--- src/rtl/mesh_pkg.sv ---
// Shared widths, read-FSM encoding and row-slice helper for the mesh result drain.
package mesh_pkg;

    localparam int unsigned DW    = 8;
    localparam int unsigned ROWS  = 4;
    localparam int unsigned ROW_W = 2;
    localparam int unsigned RES_W = 2 * DW;
    localparam int unsigned FLAT_W = ROWS * RES_W;

    typedef enum logic {
        S_IDLE   = 1'b0,
        S_STREAM = 1'b1
    } rd_state_e;

    // Row i occupies flat[(i+1)*RES_W-1 -: RES_W].
    function automatic logic [RES_W-1:0] get_row(input logic [FLAT_W-1:0] flat,
                                                 input logic [ROW_W-1:0]  idx);
        return flat[RES_W * 32'(idx) +: RES_W];
    endfunction

endpackage

--- src/rtl/mesh_result_bank.sv ---
// One capture bank: a full ROWS*RES_W result word plus its full flag; load wins over clear.
module mesh_result_bank
    import mesh_pkg::*;
(
    input  logic              clk,
    input  logic              rst,
    input  logic              load_i,
    input  logic              clr_i,
    input  logic [FLAT_W-1:0] data_i,
    output logic [FLAT_W-1:0] data_o,
    output logic              full_o
);

    logic [FLAT_W-1:0] data_q;
    logic              full_q;

    always_ff @(posedge clk) begin
        if (rst) begin
            data_q <= '0;
            full_q <= 1'b0;
        end else if (load_i) begin
            data_q <= data_i;
            full_q <= 1'b1;
        end else if (clr_i) begin
            full_q <= 1'b0;
        end
    end

    assign data_o = data_q;
    assign full_o = full_q;

endmodule

--- src/rtl/mesh_result_drain.sv ---
// Double-buffered capture of mesh results, streamed out one row per valid/ready transfer.
module mesh_result_drain
    import mesh_pkg::*;
(
    input  logic              clk,
    input  logic              rst,
    input  logic              done,
    input  logic [FLAT_W-1:0] result_flat,
    output logic              out_valid,
    input  logic              out_ready,
    output logic [RES_W-1:0]  out_data,
    output logic [ROW_W-1:0]  out_row,
    output logic              out_last,
    output logic              busy,
    output logic              overflow,
    input  logic              clr_ovf
);

    localparam logic [ROW_W-1:0] LAST_ROW = ROW_W'(ROWS - 1);

    rd_state_e          state_q;
    logic [ROW_W-1:0]   row_q;
    logic               rd_ptr_q;
    logic               wr_ptr_q;

    logic [1:0]         bank_full;
    logic [FLAT_W-1:0]  bank_data [2];
    logic [1:0]         bank_load;
    logic [1:0]         bank_clr;
    logic [1:0]         full_nx;
    logic [FLAT_W-1:0]  data_nx [2];

    logic hs_c, last_hs_c, capture_c, drop_c, next_ptr_c;

    for (genvar b = 0; b < 2; b++) begin : g_bank
        mesh_result_bank u_bank (
            .clk    (clk),
            .rst    (rst),
            .load_i (bank_load[b]),
            .clr_i  (bank_clr[b]),
            .data_i (result_flat),
            .data_o (bank_data[b]),
            .full_o (bank_full[b])
        );
    end

    // A done into a full write bank is still accepted when that bank frees on this edge.
    always_comb begin
        hs_c       = out_valid & out_ready;
        last_hs_c  = hs_c & (row_q == LAST_ROW);
        capture_c  = done & (~bank_full[wr_ptr_q] | (last_hs_c & (wr_ptr_q == rd_ptr_q)));
        drop_c     = done & ~capture_c;
        next_ptr_c = ~rd_ptr_q;
        bank_load  = '0;
        bank_clr   = '0;
        full_nx    = '0;
        for (int b = 0; b < 2; b++) begin
            bank_load[b] = capture_c & (wr_ptr_q == 1'(b));
            bank_clr[b]  = last_hs_c & (rd_ptr_q == 1'(b));
            full_nx[b]   = bank_load[b] | (bank_full[b] & ~bank_clr[b]);
            data_nx[b]   = bank_load[b] ? result_flat : bank_data[b];
        end
    end

    // Read FSM with registered outputs looking at next-edge bank contents, so a fresh capture shows at once.
    always_ff @(posedge clk) begin
        if (rst) begin
            state_q   <= S_IDLE;
            row_q     <= '0;
            rd_ptr_q  <= 1'b0;
            wr_ptr_q  <= 1'b0;
            out_valid <= 1'b0;
            out_data  <= '0;
            out_last  <= 1'b0;
            busy      <= 1'b0;
            overflow  <= 1'b0;
        end else begin
            wr_ptr_q <= wr_ptr_q ^ capture_c;
            busy     <= |full_nx;
            if (drop_c) begin
                overflow <= 1'b1;
            end else if (clr_ovf) begin
                overflow <= 1'b0;
            end
            case (state_q)
                S_IDLE: begin
                    if (full_nx[rd_ptr_q]) begin
                        state_q   <= S_STREAM;
                        out_valid <= 1'b1;
                        row_q     <= '0;
                        out_last  <= (LAST_ROW == '0);
                        out_data  <= get_row(data_nx[rd_ptr_q], '0);
                    end
                end
                S_STREAM: begin
                    if (last_hs_c) begin
                        rd_ptr_q <= next_ptr_c;
                        row_q    <= '0;
                        out_last <= (LAST_ROW == '0);
                        out_data <= get_row(data_nx[next_ptr_c], '0);
                        if (!full_nx[next_ptr_c]) begin
                            state_q   <= S_IDLE;
                            out_valid <= 1'b0;
                        end
                    end else if (hs_c) begin
                        row_q    <= ROW_W'(row_q + 1'b1);
                        out_last <= (ROW_W'(row_q + 1'b1) == LAST_ROW);
                        out_data <= get_row(data_nx[rd_ptr_q], ROW_W'(row_q + 1'b1));
                    end
                end
                default: state_q <= S_IDLE;
            endcase
        end
    end

    assign out_row = row_q;

endmodule

--- config.mk ---
export PLATFORM = sky130hd
export DESIGN_NAME = mesh_result_drain
export DESIGN_NICKNAME = d
export VERILOG_FILES = /design/src/rtl/mesh_pkg.sv /design/src/rtl/mesh_result_bank.sv /design/src/rtl/mesh_result_drain.sv
export SDC_FILE = /design/constraint.sdc
export NUM_CORES = 1
export LEC_CHECK = 0
export ABC_AREA = 1
export CAP_MARGIN = 25
export CORE_MARGIN = 2
export CORE_UTILIZATION = 30
export DETAILED_ROUTE_END_ITERATION = 10
export PLACE_DENSITY = 0.61
export SYNTH_ARGS = -nofsm -noshare
export SYNTH_HDL_FRONTEND = slang
export SYNTH_SLANG_ARGS = --single-unit
--- constraint.sdc ---
create_clock -name clk -period 2.82 [get_ports clk]
set_input_delay 0.564 -clock clk [delete_from_list [all_inputs] [get_ports clk]]
set_output_delay 0.564 -clock clk [all_outputs]
set_load 0.01 [all_outputs]
## After elaboration in Yosys (flattened, before gate mapping)

Cells that the tools add are included.

| storage, ports and cells | value |
|---|---|
| bits of input ports | 69 |
| register bits after elaboration | 155 |
| word-level logic and storage cells | 98 |

| cells by class | value |
|---|---|
| shift-type cells | 1 |
| $lt $le $gt $ge | 5 |
| equal/unequal tests | 7 |
| reductions and logical operators | 7 |
| bitwise operators | 24 |
| multiplexer cells | 40 |
| add/subtract/negate cells | 1 |

Operator list:

| operator | count |
|---|---|
| 64-bit two-way mux | 5 |
| 16-bit two-way mux | 6 |
| 64-bit by 7-bit variable part select with 16-bit output | 1 |
| 16-bit case mux with 2 select lines | 1 |
| 1-bit two-way mux | 21 |
| 1-bit AND | 11 |
| 1-bit NOT | 7 |
| 1-bit by 2-bit less-than comparator with 1-bit output (second input constant) | 3 |
| 2-bit two-way mux | 3 |
| 1-bit case mux with 2 select lines | 3 |
| 2-bit nonzero test | 3 |
| 2-bit equality test (second input constant) | 2 |
| 2-bit greater-or-equal comparator (second input constant) | 2 |
| 2-bit inequality test (second input constant) | 2 |
| 1-bit NOT with 2-bit output | 2 |
| 2-bit case mux with 2 select lines | 1 |
| 2-bit AND reduction | 2 |
| 3-bit by 1-bit inequality test with 1-bit output (second input constant) | 1 |
| 1-bit OR | 3 |
| 3-bit AND reduction | 1 |
| 2-bit by 1-bit adder with 2-bit output (second input constant) | 1 |
| 2-bit by 1-bit inequality test with 1-bit output (second input constant) | 1 |
| 2-bit OR reduction | 1 |
| 1-bit equality test | 1 |
| 1-bit bitwise XOR | 1 |

## Depth between registers and ports, before layout

| logic depth | value |
|---|---|
| depth after elaboration | 14 |
| mapped depth | 22 |
| gate-level depth less buffers | 19 |

## Cells and area by module

From an unflattened synthesis, not the netlist that was laid out.

| second synthesis, totals | value |
|---|---|
| cell total of the unflattened synthesis | 1362 |
| area, all modules | 8648.3 sq um |

Modules (own cells, without submodules):

| module | cells each | instances | area an instance (sq um) |
|---|---|---|---|
| mesh_result_bank | 282 | 2 | 2296.0 |
| mesh_result_drain | 798 | 1 | 4056.4 |

## Worst setup path before layout

Ideal clock, no wire load.

| path | value |
|---|---|
| path type | reg-to-reg |
| from | register row_q[1], in the netlist out_row[1] |
| to | register out_data[10] |
| cell stages (with the launch flop) | 21 |
| setup slack | 70 ps |
| data required time | 2705 ps |
| clock period less this slack | 2750 ps |
| setup time | 115 ps |
| arrival | 2635 ps |
| buffers on the path | 3 |
| path through | dfxtp_1 > ha_1 > inv_2 > nor2_4 > nand2_4 > clkbuf_1 > nand3_1 > o21ai_0 > nor2_1 > ha_1 > buf_4 > buf_4 > nand2_1 > o21ai_1 > nand2_1 > nand2_1 > nand2_1 > nand3_1 > nand3_1 > nor2_1 > nor2_1 |

| on the way | value |
|---|---|
| word-level cells in the longest chain between the ends | 14 |
| elaborated cells on any way between the ends | 34 |

Ends and longest elaborated chain:

| item | RTL line | RTL |
|---|---|---|
| start: declaration | mesh_result_drain.sv:22 | `logic [ROW_W-1:0] row_q;` |
| start signal: assignment | mesh_result_drain.sv:106 | `row_q <= ROW_W'(row_q + 1'b1);` |
| 2-bit equality test (*) | mesh_result_drain.sv:50 | `last_hs_c = hs_c & (row_q == LAST_ROW);` |
| 1-bit AND (*) | mesh_result_drain.sv:50 |  |
| 1-bit AND (*) | mesh_result_drain.sv:51 | `capture_c = done & (~bank_full[wr_ptr_q] \| (last_hs_c & (wr_ptr_q == rd_ptr_q)));` |
| 1-bit OR (*) | mesh_result_drain.sv:51 |  |
| 1-bit AND (*) | mesh_result_drain.sv:51 |  |
| 1-bit AND (*) | mesh_result_drain.sv:58 | `bank_load[b] = capture_c & (wr_ptr_q == 1'(b));` |
| net g_bank[0].u_bank.load_i | mesh_result_bank.sv:7 | `input logic load_i,` |
| 64-bit two-way mux | -- |  |
| 64-bit two-way mux (not written as such) (3 in series) | mesh_result_drain.sv:108 | `out_data <= get_row(data_nx[rd_ptr_q], ROW_W'(row_q + 1'b1));` |
| 64-bit by 7-bit variable part select with 16-bit output | mesh_pkg.sv:18 | `return flat[RES_W * 32'(idx) +: RES_W];` |
| 16-bit two-way mux | mesh_result_drain.sv:105 | `end else if (hs_c) begin` |
| 16-bit two-way mux | mesh_result_drain.sv:96 | `if (last_hs_c) begin` |
| 16-bit case mux with 2 select lines | mesh_result_drain.sv:85 | `case (state_q)` |
| end signal: assignment | mesh_result_drain.sv:92 | `out_data <= get_row(data_nx[rd_ptr_q], '0);` |
| end signal: assignment | mesh_result_drain.sv:100 | `out_data <= get_row(data_nx[next_ptr_c], '0);` |
| end signal: assignment | mesh_result_drain.sv:108 |  |
| end: declaration | mesh_result_drain.sv:11 | `output logic [RES_W-1:0] out_data,` |

The timed path passes the listed nets; every way through them passes the cells marked *. The select of a mux whose other input is x is not followed.
A chain may end at the register's enable or synchronous reset.

## Worst setup path after layout

| path | value |
|---|---|
| from | register row_q[0], in the netlist out_row[0] |
| to | register out_data[10] |

Same word-level chain as after synthesis.

==> results.yml <==
run_status:
  status: "completed"
sta:
  timing.setup.tns_ns: 0
  period_share_pct: 95.76
  drv_slew: 0
  worst_hold_slack_ns: 0.4688
  finalHoldViolations: 0
  period_minus_slack_ns: 2.701
  max_slew_margin_pct: 40.51
  clock.fmax_mhz: 370.3
  setup_viol: 0
  worst_pin_slew_ns: 0.8924
  worst_clock_skew_ns: 0.007000
setup_path:
  cp-end-kind: "register"
  rr_startpoint: "out_row[0]"
  path_max_fanout: 9
  critPathKind: "register to register"
  worstSetupStartpoint: "out_row[0]"
  crit_end: "out_data[10]"
  cp_data_required_time_ns: 3.14
  r2r_cells: 20
  arrival_ns: 3.02
  r2r_end: "out_data[10]"
  worst_setup_path_start_kind: "register"
  reg2reg_slack_ns: 0.12
finish:
  final_area_sq_mm: 0.01088
  area_growth_pct: 45.77
  fillerInstances: 2493
  fin_cells: 1695
  fin_nets: 1432
  num_antenna_cells: 0
  drive_gt1_share_pct: 18.67
floorplanning:
  row_count: 57
  die_h_microns: 161.8
  initial_core_util_pct: 30.61
  coreArea_sq_mm: 0.02439
  num_io_pins: 91
  dieArea_sq_mm: 0.02616
  die_width_microns: 161.8
logic_synthesis:
  synth_top_family_by_area: "simple AND/OR/NAND/NOR gates"
  avgSynthCellArea_sq_um: 6.526
  yosys.area.top_type: "dfxtp_1"
  synth_mux_area_share_pct: 0
  yosysTopAreaCellShare_pct: 41.56
  synth-seq-area-share_pct: 41.56
  synthAdderAreaFrac_pct: 0.8379
  ys_types: 27
  ys_warn_count: 0
  yosys-top-cells-area: "dfxtp_1, nand2_1, nand3_1, a21oi_1, nor2_1"
  ys_ff_latch: 155
  syn-cell-area_sq_mm: 0.007466
  synthSimpleGateAreaFrac_pct: 37.29
  syn-instance-count: 1144
  synth_xor_area_share_pct: 0
  synth_compound_area_share_pct: 12.45
  synth_nets: 1218
cts:
  cts_hold_buf: 0
  clockBufferDepth: 2
  clk_latency_ns: 0.42
  path_clk_slew_ns: 0.07
  cts.sinks: 155
  numCtsBuffers: 17
  htree_levels: 4
  root_buffer: "clkbuf_16"
  cts_tree: "yes"
placement:
  place_congestion: 0.8177
  hpwl_microns: 16660
  placed_area_sq_mm: 0.009754
  io_buffers: 90
  dp_cells: 1640
routing:
  vias_per_cell: 4.912
  vias: 8326
  drt_iter0_markers: 558
  routedWlPerCell_microns: 15.68
  ant_nets: 0
  drc: 0
  first_pass_iters: 5
  drt-total-wl_microns: 26570
grt:
  grt_pass1_wl_microns: 40630
  grt_util_all_layers_pct: 19.50
  antenna_found_initial: 0
  grt_max_degree: 76
  grt_pass1_vias: 7946
  grt_remaining_overflow: 0
pwr:
  p_leak_nw: 4.736
  power_density_mw_per_mm2: 668.1
  peakVddDrop_mv: 0.3551
flow_run:
  maxCapViolations: 0
worst_hold_path:
  hold_class: "register to register"
==> worst min path at each step <==
stage	start	slack (ns)	cells after the start	end
final	overflow	0.47	2	overflow
after global routing	g_bank[1].u_bank.data_o[41]	0.48	2	g_bank[1].u_bank.data_o[41]
after CTS	g_bank[1].u_bank.data_o[28]	0.47	2	g_bank[1].u_bank.data_o[28]
after detailed placement	g_bank[0].u_bank.data_o[39]	0.46	2	g_bank[0].u_bank.data_o[39]
after global placement	g_bank[0].u_bank.data_o[32]	0.45	2	g_bank[0].u_bank.data_o[32]
after floorplan	g_bank[1].u_bank.data_o[20]	0.45	2	g_bank[1].u_bank.data_o[20]
==> metrics by stage <==
stage,power [W],util (%),setup slack (ns)
final,0.007271,44.62,0.1194
after detailed placement,0.004664,39.99,-0.4913
after global placement,0.004647,39.99,-0.4161
after global routing,0.007676,44.62,-0.01735
after floorplan,0.003666,-,0.07042
after CTS,0.007071,42.58,0.005402
==> registers in the layout, summed over array words and instances (netlist names) <==
name	count
busy	1
g_bank.u_bank.data_o	128
g_bank.u_bank.full_o	2
out_data	16
out_last	1
out_row	2
out_valid	1
overflow	1
rd_ptr_q	1
state_q	1
wr_ptr_q	1
==> final cells by class <==
class                           count  area, sq um  share of cell area, %
Tap cell                          324        405.4                  3.725
Timing Repair Buffer              272         2640                  24.26
Sequential cell                   155         3104                  28.52
Inverter                           59        229.0                  2.104
Multi-Input combinational cell    853         3896                  35.80
Clock inverter                     14        168.9                  1.552
Clock buffer                       18        439.2                  4.035
==> per-layer routing <==
metal	part of all wire (%)	vias to the layer above	global-route usage, %
met4	2.3	0	7.241
met2	49	300	33.43
met5	0	-	0
met3	5.8	40	3.396
li1	-	4156	-
met1	43	3830	24.57
==> logic make-up (layout without fill, tap and decap cells) <==
group                    count (synthesis)  after routing
AO/OA/AOI/OAI                          181            181
adder cells (fa/ha/maj)                  5              5
buffers and inverters                  136            363
flip-flops                             155            155
AND/OR/NAND/NOR                        667            667
==> worst max-delay path: stages (launching register included) <==
cell,delay [ns]
dfxtp_1,0.31
ha_1,0.23
inv_2,0.08
nor2_4,0.05
nand2_2,0.07
nand2_2,0.07
o21ai_2,0.20
nor2_4,0.08
ha_4,0.19
buf_12,0.14
buf_12,0.12
clkbuf_16,0.15
buf_4,0.13
o21ai_2,0.18
nand2_1,0.09
o21ai_2,0.11
nor2_1,0.06
a21oi_1,0.12
nand3_1,0.08
nor2_1,0.09
nor2_1,0.04
==> layout by cell type, fill, tap and decap left out, types with 7 or more instances in the layout <==
cell             instances
nand2_1                369
nand3_1                182
dfxtp_1                154
buf_4                  152
a21oi_1                106
nor2_1                  91
clkdlybuf4s50_1         88
inv_1                   54
o21ai_0                 37
clkbuf_16               23
o21ai_1                 22
buf_12                  18
o21ai_2                 11
nand3_2                  8
nand2_2                  7
==> report_power, final <==
| part | total [W] | switching (W) | internal (W) |
|---|---|---|---|
| registers | 0.00253 | 0.000101 | 0.00242 |
| clock network | 0.00239 | 0.000973 | 0.00142 |
| logic | 0.00235 | 0.00124 | 0.00111 |
| total | 0.00727 | 0.00232 | 0.00495 |
==> synthesized netlist by cell type <==
cell      number
clkbuf_1      35
a21oi_1      106
a21oi_4        1
buf_4          9
buf_2         22
o21ai_2        1
nand2_2        3
nand2_1      373
ha_1           5
o21ai_1       20
dfxtp_1      155
o21ai_0       49
nand3_1      189
a31oi_1        1
buf_6          2
inv_2          4
nor2_2         1
o211ai_1       2
buf_1          9
a22oi_1        1
nand2_4        1
nand3_2        1
inv_1         55
nor2_1        93
and2_1         4
nor2_4         1
nand4_1        1
==> timing repair <==
item                                    4_1_cts  5_1_grt
endpoints found under the setup margin        9       19
pin swaps                                     1       10
cloned                                        0        7
setup buffers                                 0       16
resized for setup                             3       52
(Power assumes the default switching activity.)
==> edit 1: new RTL, same settings <==
Make the reset (`rst`) asynchronous in 2 clocked blocks.
--- a/src/rtl/mesh_result_bank.sv
+++ b/src/rtl/mesh_result_bank.sv
@@ -15,5 +15,5 @@
     logic              full_q;
 
-    always_ff @(posedge clk) begin
+    always_ff @(posedge clk or posedge rst) begin
         if (rst) begin
             data_q <= '0;
--- a/src/rtl/mesh_result_drain.sv
+++ b/src/rtl/mesh_result_drain.sv
@@ -64,5 +64,5 @@
 
     // Read FSM with registered outputs looking at next-edge bank contents, so a fresh capture shows at once.
-    always_ff @(posedge clk) begin
+    always_ff @(posedge clk or posedge rst) begin
         if (rst) begin
             state_q   <= S_IDLE;
Check against the original RTL: differs if rst is asserted again (counterexample within 4 cycles, from zero or initial values and one cycle with rst high); with rst held inactive, the same outputs for 4 cycles.
==> edit 1 against the unedited design <==
Final area is 5.7% lower; routed wire length is 5.8% lower; total power is 23% higher; sequential cell count stayed put; global-route usage is 0.28 points lower; largest power group is now combinational cells; register-to-register slack better by 0.10 ns; critical path type is now in2reg; area after synthesis is 4.8% higher; hold slack worse by 0.0063 ns; final cell count is 8.7% lower; worst setup slack better by 0.085 ns.
==> edit 1: results (changes against the unedited design) <==
Worst setup path
  – Crit-path max FO: 23 (+14)
  – Critical path origin: out_ready
  – Critical Path AT: 2.94 ns (-0.08 ns)
  – FF-to-FF setup slack: 0.22 ns (+0.10 ns)
  – Worst r2r src: out_row[0]
  – Worst Reg-to-Reg Cells: 16 (-20%)
  – Reg-to-Reg End: out_data[11]

Cells and area
  – Design Area, Final: 10300 µm² (-5.7%)
  – Fill count: 2619 (+5.1%)
  – Non-clock buffers, area share: 0.173 (-0.0699)
  – Layout cell share with drive strength beyond 1: 0.118 (-0.0687)
  – Clkbuf count: 22 (+4)
  – Clock-cell share: 0.0557 (-0.000130)
  – Area occupied by multi-input gates: 3520 µm² (-9.7%)
  – Total Nets Final: 1272 (-11%)

Synthesis
  – Part of the Yosys area used for sequential elements: 0.496 (+0.0803)
  – Post-synth ARST share: 1.00 (+1.00)

Hold path
  – Hold Crit Endpoint: g_bank[0].u_bank.data_o[26]
  – Hold_sp: g_bank[0].u_bank.data_o[26]

Route
  – Iter 0 DRT Violations: 554 (-0.72%)
  – 1st-pass router iterations: 6 (+1)
  – Vias per inst: 4.87 (-0.84%)

Placement
  – Routability Congestion: 0.847 (+3.5%)
  – DP Area: 9680 µm² (-0.76%)

Floorplanning
  – Tap cells: 335 (+3.4%)

Timing
  – Final worst slack: 0.205 ns (+0.0852 ns)
  – Clock Skew: 0.0112 ns (+0.00423 ns)
  – WHS: 0.462 ns (-0.00635 ns)
  – Slew margin rel.: 0.372 (-0.0329)

Status
  – Status: finished, final reports clean
edit 1: changes by cell type in the layout (fill, tap and decap cells not counted), moves of 11 or more:
cell / unedited run / this run
dfrtp_1: 0 / 154
nand3_1: 182 / 196
nand2_1: 369 / 523
o21ai_2: 11 / 0
dfxtp_1: 154 / 0
inv_1: 54 / 18
a21oi_1: 106 / 17
nor2_1: 91 / 23
o21ai_0: 37 / 11
buf_4: 152 / 84
edit 1: timing repair:
action	4_1_cts	5_1_grt
hold endpoints to repair	0	0
resized for setup	0	3
setup endpoints to repair	0	18
hold buffers	0	0
edit 1: layer usage:
metal  up-vias  global-route usage  share of wire
li1       3682                   -              -
met1      3576               0.274           0.48
met2       248               0.294           0.44
met3        29              0.0412          0.062
met4         0              0.0556          0.015
met5         -                   0              0
edit 1: critical path, cell delays in order:
cell             delay, ns
clkdlybuf4s50_1       0.52
nand4_1               0.12
nand2_1               0.11
o21ai_1               0.08
nor2_1                0.16
ha_2                  0.28
inv_6                 0.12
buf_4                 0.20
nand2_1               0.08
nand3_1               0.07
nand3_1               0.24
o21ai_1               0.11
nand2_1               0.07
nand3_1               0.06
nand2_1               0.09
nand2_1               0.05
edit 1: cell families after synthesis:
group                      share of synthesized area
adders and majority gates                    0.00640
AOI/OAI and AO/OA                             0.0371
and+or+nand+nor                                0.405
buffers and inverters                         0.0554
DFF                                            0.496
edit 1: through the flow:
stage	power (mW)	setup TNS, ns
5_1_grt	9.64	0
4_1_cts	8.98	0
3_5_place_dp	6.69	-3.91
3_3_place_gp	6.60	-2.61
6_report	8.92	0
2_1_floorplan	5.36	0
edit 1: where the power goes:
group          switching, mW  internal (mW)  leakage, nW
sequential             0.224           3.07         1.95
clock                  0.946           1.33        0.267
combinational           1.98           1.38         3.07
==> edit 2: new RTL, same settings <==
Made on the original files. The package constant `ROW_W` goes from 2 to 4.
--- a/src/rtl/mesh_pkg.sv
+++ b/src/rtl/mesh_pkg.sv
@@ -4,5 +4,5 @@
     localparam int unsigned DW    = 8;
     localparam int unsigned ROWS  = 4;
-    localparam int unsigned ROW_W = 2;
+    localparam int unsigned ROW_W = 4;
     localparam int unsigned RES_W = 2 * DW;
     localparam int unsigned FLAT_W = ROWS * RES_W;
Ports: changed (resized out_row); port bits go from 91 to 93. The function was not compared with the original's and may differ.
==> edit 2 against the unedited design <==
Worst setup slack improved by 0.023 ns; routed wire length rose by 5.2%; via count rose by 1.4%; area after synthesis rose by 2.9%; sequential cell count rose by 2; total power rose by 2.9%; die area rose by 2.9%; final area rose by 1.1%; critical path depth did not move; global-route usage rose by 1.3 points; sequential power barely moved.
==> edit 2: results (changes against the unedited design) <==
Cells and area
  – Layout cell share with drive strength beyond 1: 0.212 (+0.0251)
  – Fill count: 2529 (+1.4%)
  – Final Util: 0.437 (-0.00934)
  – Largest register FFs: 128 (unchanged)
  – Total Nets Final: 1416 (-1.1%)
  – ANT cells: 0 (unchanged)

Clock tree
  – Worst-Skew Late Latency: 0.43 ns
  – Clk slew on worst S/H paths: 0.06 ns
  – H-tree levels: 4 (unchanged)
  – Clk buf depth: 2 (unchanged)
  – Clock root buffer master: clkbuf_16
  – CTS buffer count: 17 (unchanged)

Synthesis
  – Main synth FF type: dfxtp_1
  – Net count after synthesis: 1208 (-0.82%)
  – Part of the Yosys area used for sequential elements: 0.409 (-0.00670)
  – Most frequent cells after synthesis: nand2_1, nand3_1, dfxtp_1, a21oi_1, nor2_1
  – Ys Warns: 0 (unchanged)
  – Unique masters post-synth: 26 (-3.7%)
  – Synth area leaders: dfxtp_1, nand2_1, nand3_1
  – Post-synth ARST share: 0 (unchanged)

Worst setup path
  – FF-to-FF setup slack: 0.14 ns (+0.02 ns)
  – Startpoint types: flop
  – Crit-path max FO: 20 (+11)
  – Critical Path AT: 3.04 ns (+0.02 ns)
  – Critical path's slowest cell: dfxtp_2
  – Worst Reg-to-Reg Cells: 20 (unchanged)
  – Worst r2r src: out_row[0]
  – Crit path capture: out_data[4]
  – Critical path origin: out_row[0]

Timing
  – Slew margin rel.: 0.405 (about the same)
  – Minimum clock period: 2.68 ns (-0.0234 ns)
  – Clock Skew: 0.00888 ns (+0.00188 ns)

Placement
  – Routability Congestion: 0.836 (+2.3%)
  – PortBufs: 92 (+2.2%)
  – DP Area: 10100 µm² (+3.4%)
  – Pre-CTS WS: -0.571 ns (-0.0800 ns)
  – Detail Placement HPWL: 17.9 mm (+7.6%)

Pwr
  – Leakage: 4.50 nW (-5.0%)
  – Worst IR drop on VDD: 0.373 mV (+5.1%)

Global routing
  – Total GRT Usage: 0.208 (+0.0134)
  – Initial antenna violation count: 0 (unchanged)
  – Largest net degree at the start of global routing: 137 (+80%)
  – First-pass GRT wire length: 43.1 mm (+6.1%)
  – Number of global-route vias before repair: 7941 (-0.063%)

Route
  – WL final: 28.0 mm (+5.2%)
  – Routed vias: 8439 (+1.4%)
  – Iter 0 DRT Violations: 898 (+61%)
  – DR DRC count: 0 (unchanged)

Hold path
  – Hold crit path type: reg2reg

Status
  – Status: finished, final reports clean
-- edit 2: what timing repair did --
action / 4_1_cts / 5_1_grt
buffers inserted: 3 / 4
gates cloned: 0 / 1
pin swaps: 9 / 20
setup endpoints to repair: 16 / 18
gates resized for setup: 20 / 40
hold buffers: 0 / 0
-- edit 2: worst min path at each step --
stage                                      from                          end  slack (ns)  cells past startpoint
finish              g_bank[0].u_bank.data_o[48]  g_bank[0].u_bank.data_o[48]        0.46                      2
global route        g_bank[0].u_bank.data_o[32]  g_bank[0].u_bank.data_o[32]        0.49                      2
CTS                 g_bank[1].u_bank.data_o[52]  g_bank[1].u_bank.data_o[52]        0.47                      2
detailed placement  g_bank[1].u_bank.data_o[25]  g_bank[1].u_bank.data_o[25]        0.46                      2
global placement    g_bank[1].u_bank.data_o[30]  g_bank[1].u_bank.data_o[30]        0.45                      2
floorplan           g_bank[0].u_bank.data_o[39]  g_bank[0].u_bank.data_o[39]        0.45                      2
-- edit 2: logic make-up after synthesis --
group           Yosys count  synth area share
simple gates            718             0.413
fa+ha+maj                 4           0.00651
compound gates          144             0.105
flops                   157             0.409
xor+xnor                  2           0.00228
buf+inv                 110            0.0645
-- edit 2: critical path, delay by kind of cell (launching register included) --
| family | cells | cell delay, ns |
|---|---|---|
| AND/OR/NAND/NOR | 11 | 1.01 |
| buffers and inverters | 5 | 0.60 |
| adder cells (fa/ha/maj) | 2 | 0.36 |
| flip-flops | 1 | 0.32 |
| AO/OA/AOI/OAI | 2 | 0.31 |
-- edit 2: layout make-up --
cell class	instances	area share
Clock buffer	20	0.0415
Inverter	30	0.0105
Tap cell	330	0.0375
Timing Repair Buffer	269	0.226
Sequential cell	157	0.286
Multi-Input combinational cell	868	0.388
Clock inverter	11	0.0108
-- edit 2: stage by stage --
step / hold slack [ns] / total power, mW / std cells
floorplan: 0.446 / 3.88 / 1135
global placement: 0.454 / 5.03 / 1646
detailed placement: 0.459 / 5.05 / 1646
CTS: 0.468 / 7.40 / 1680
global route: 0.488 / 7.86 / 1685
finish: 0.464 / 7.48 / 1685
-- edit 2: where the power goes --
| group | switching [mW] | internal, mW | total (mW) | leakage [nW] |
|---|---|---|---|---|
| combinational | 1.50 | 1.16 | 2.65 | 2.94 |
| clock | 0.949 | 1.34 | 2.29 | 0.274 |
| sequential | 0.101 | 2.44 | 2.54 | 1.28 |
-- edit 2: per-layer routing --
metal / track usage / vias up / wire length, µm
li1: - / 4193 / -
met1: 0.274 / 3976 / 12500
met2: 0.345 / 239 / 13400
met3: 0.0346 / 31 / 1450
met4: 0.0730 / 0 / 591
met5: 0 / - / 0
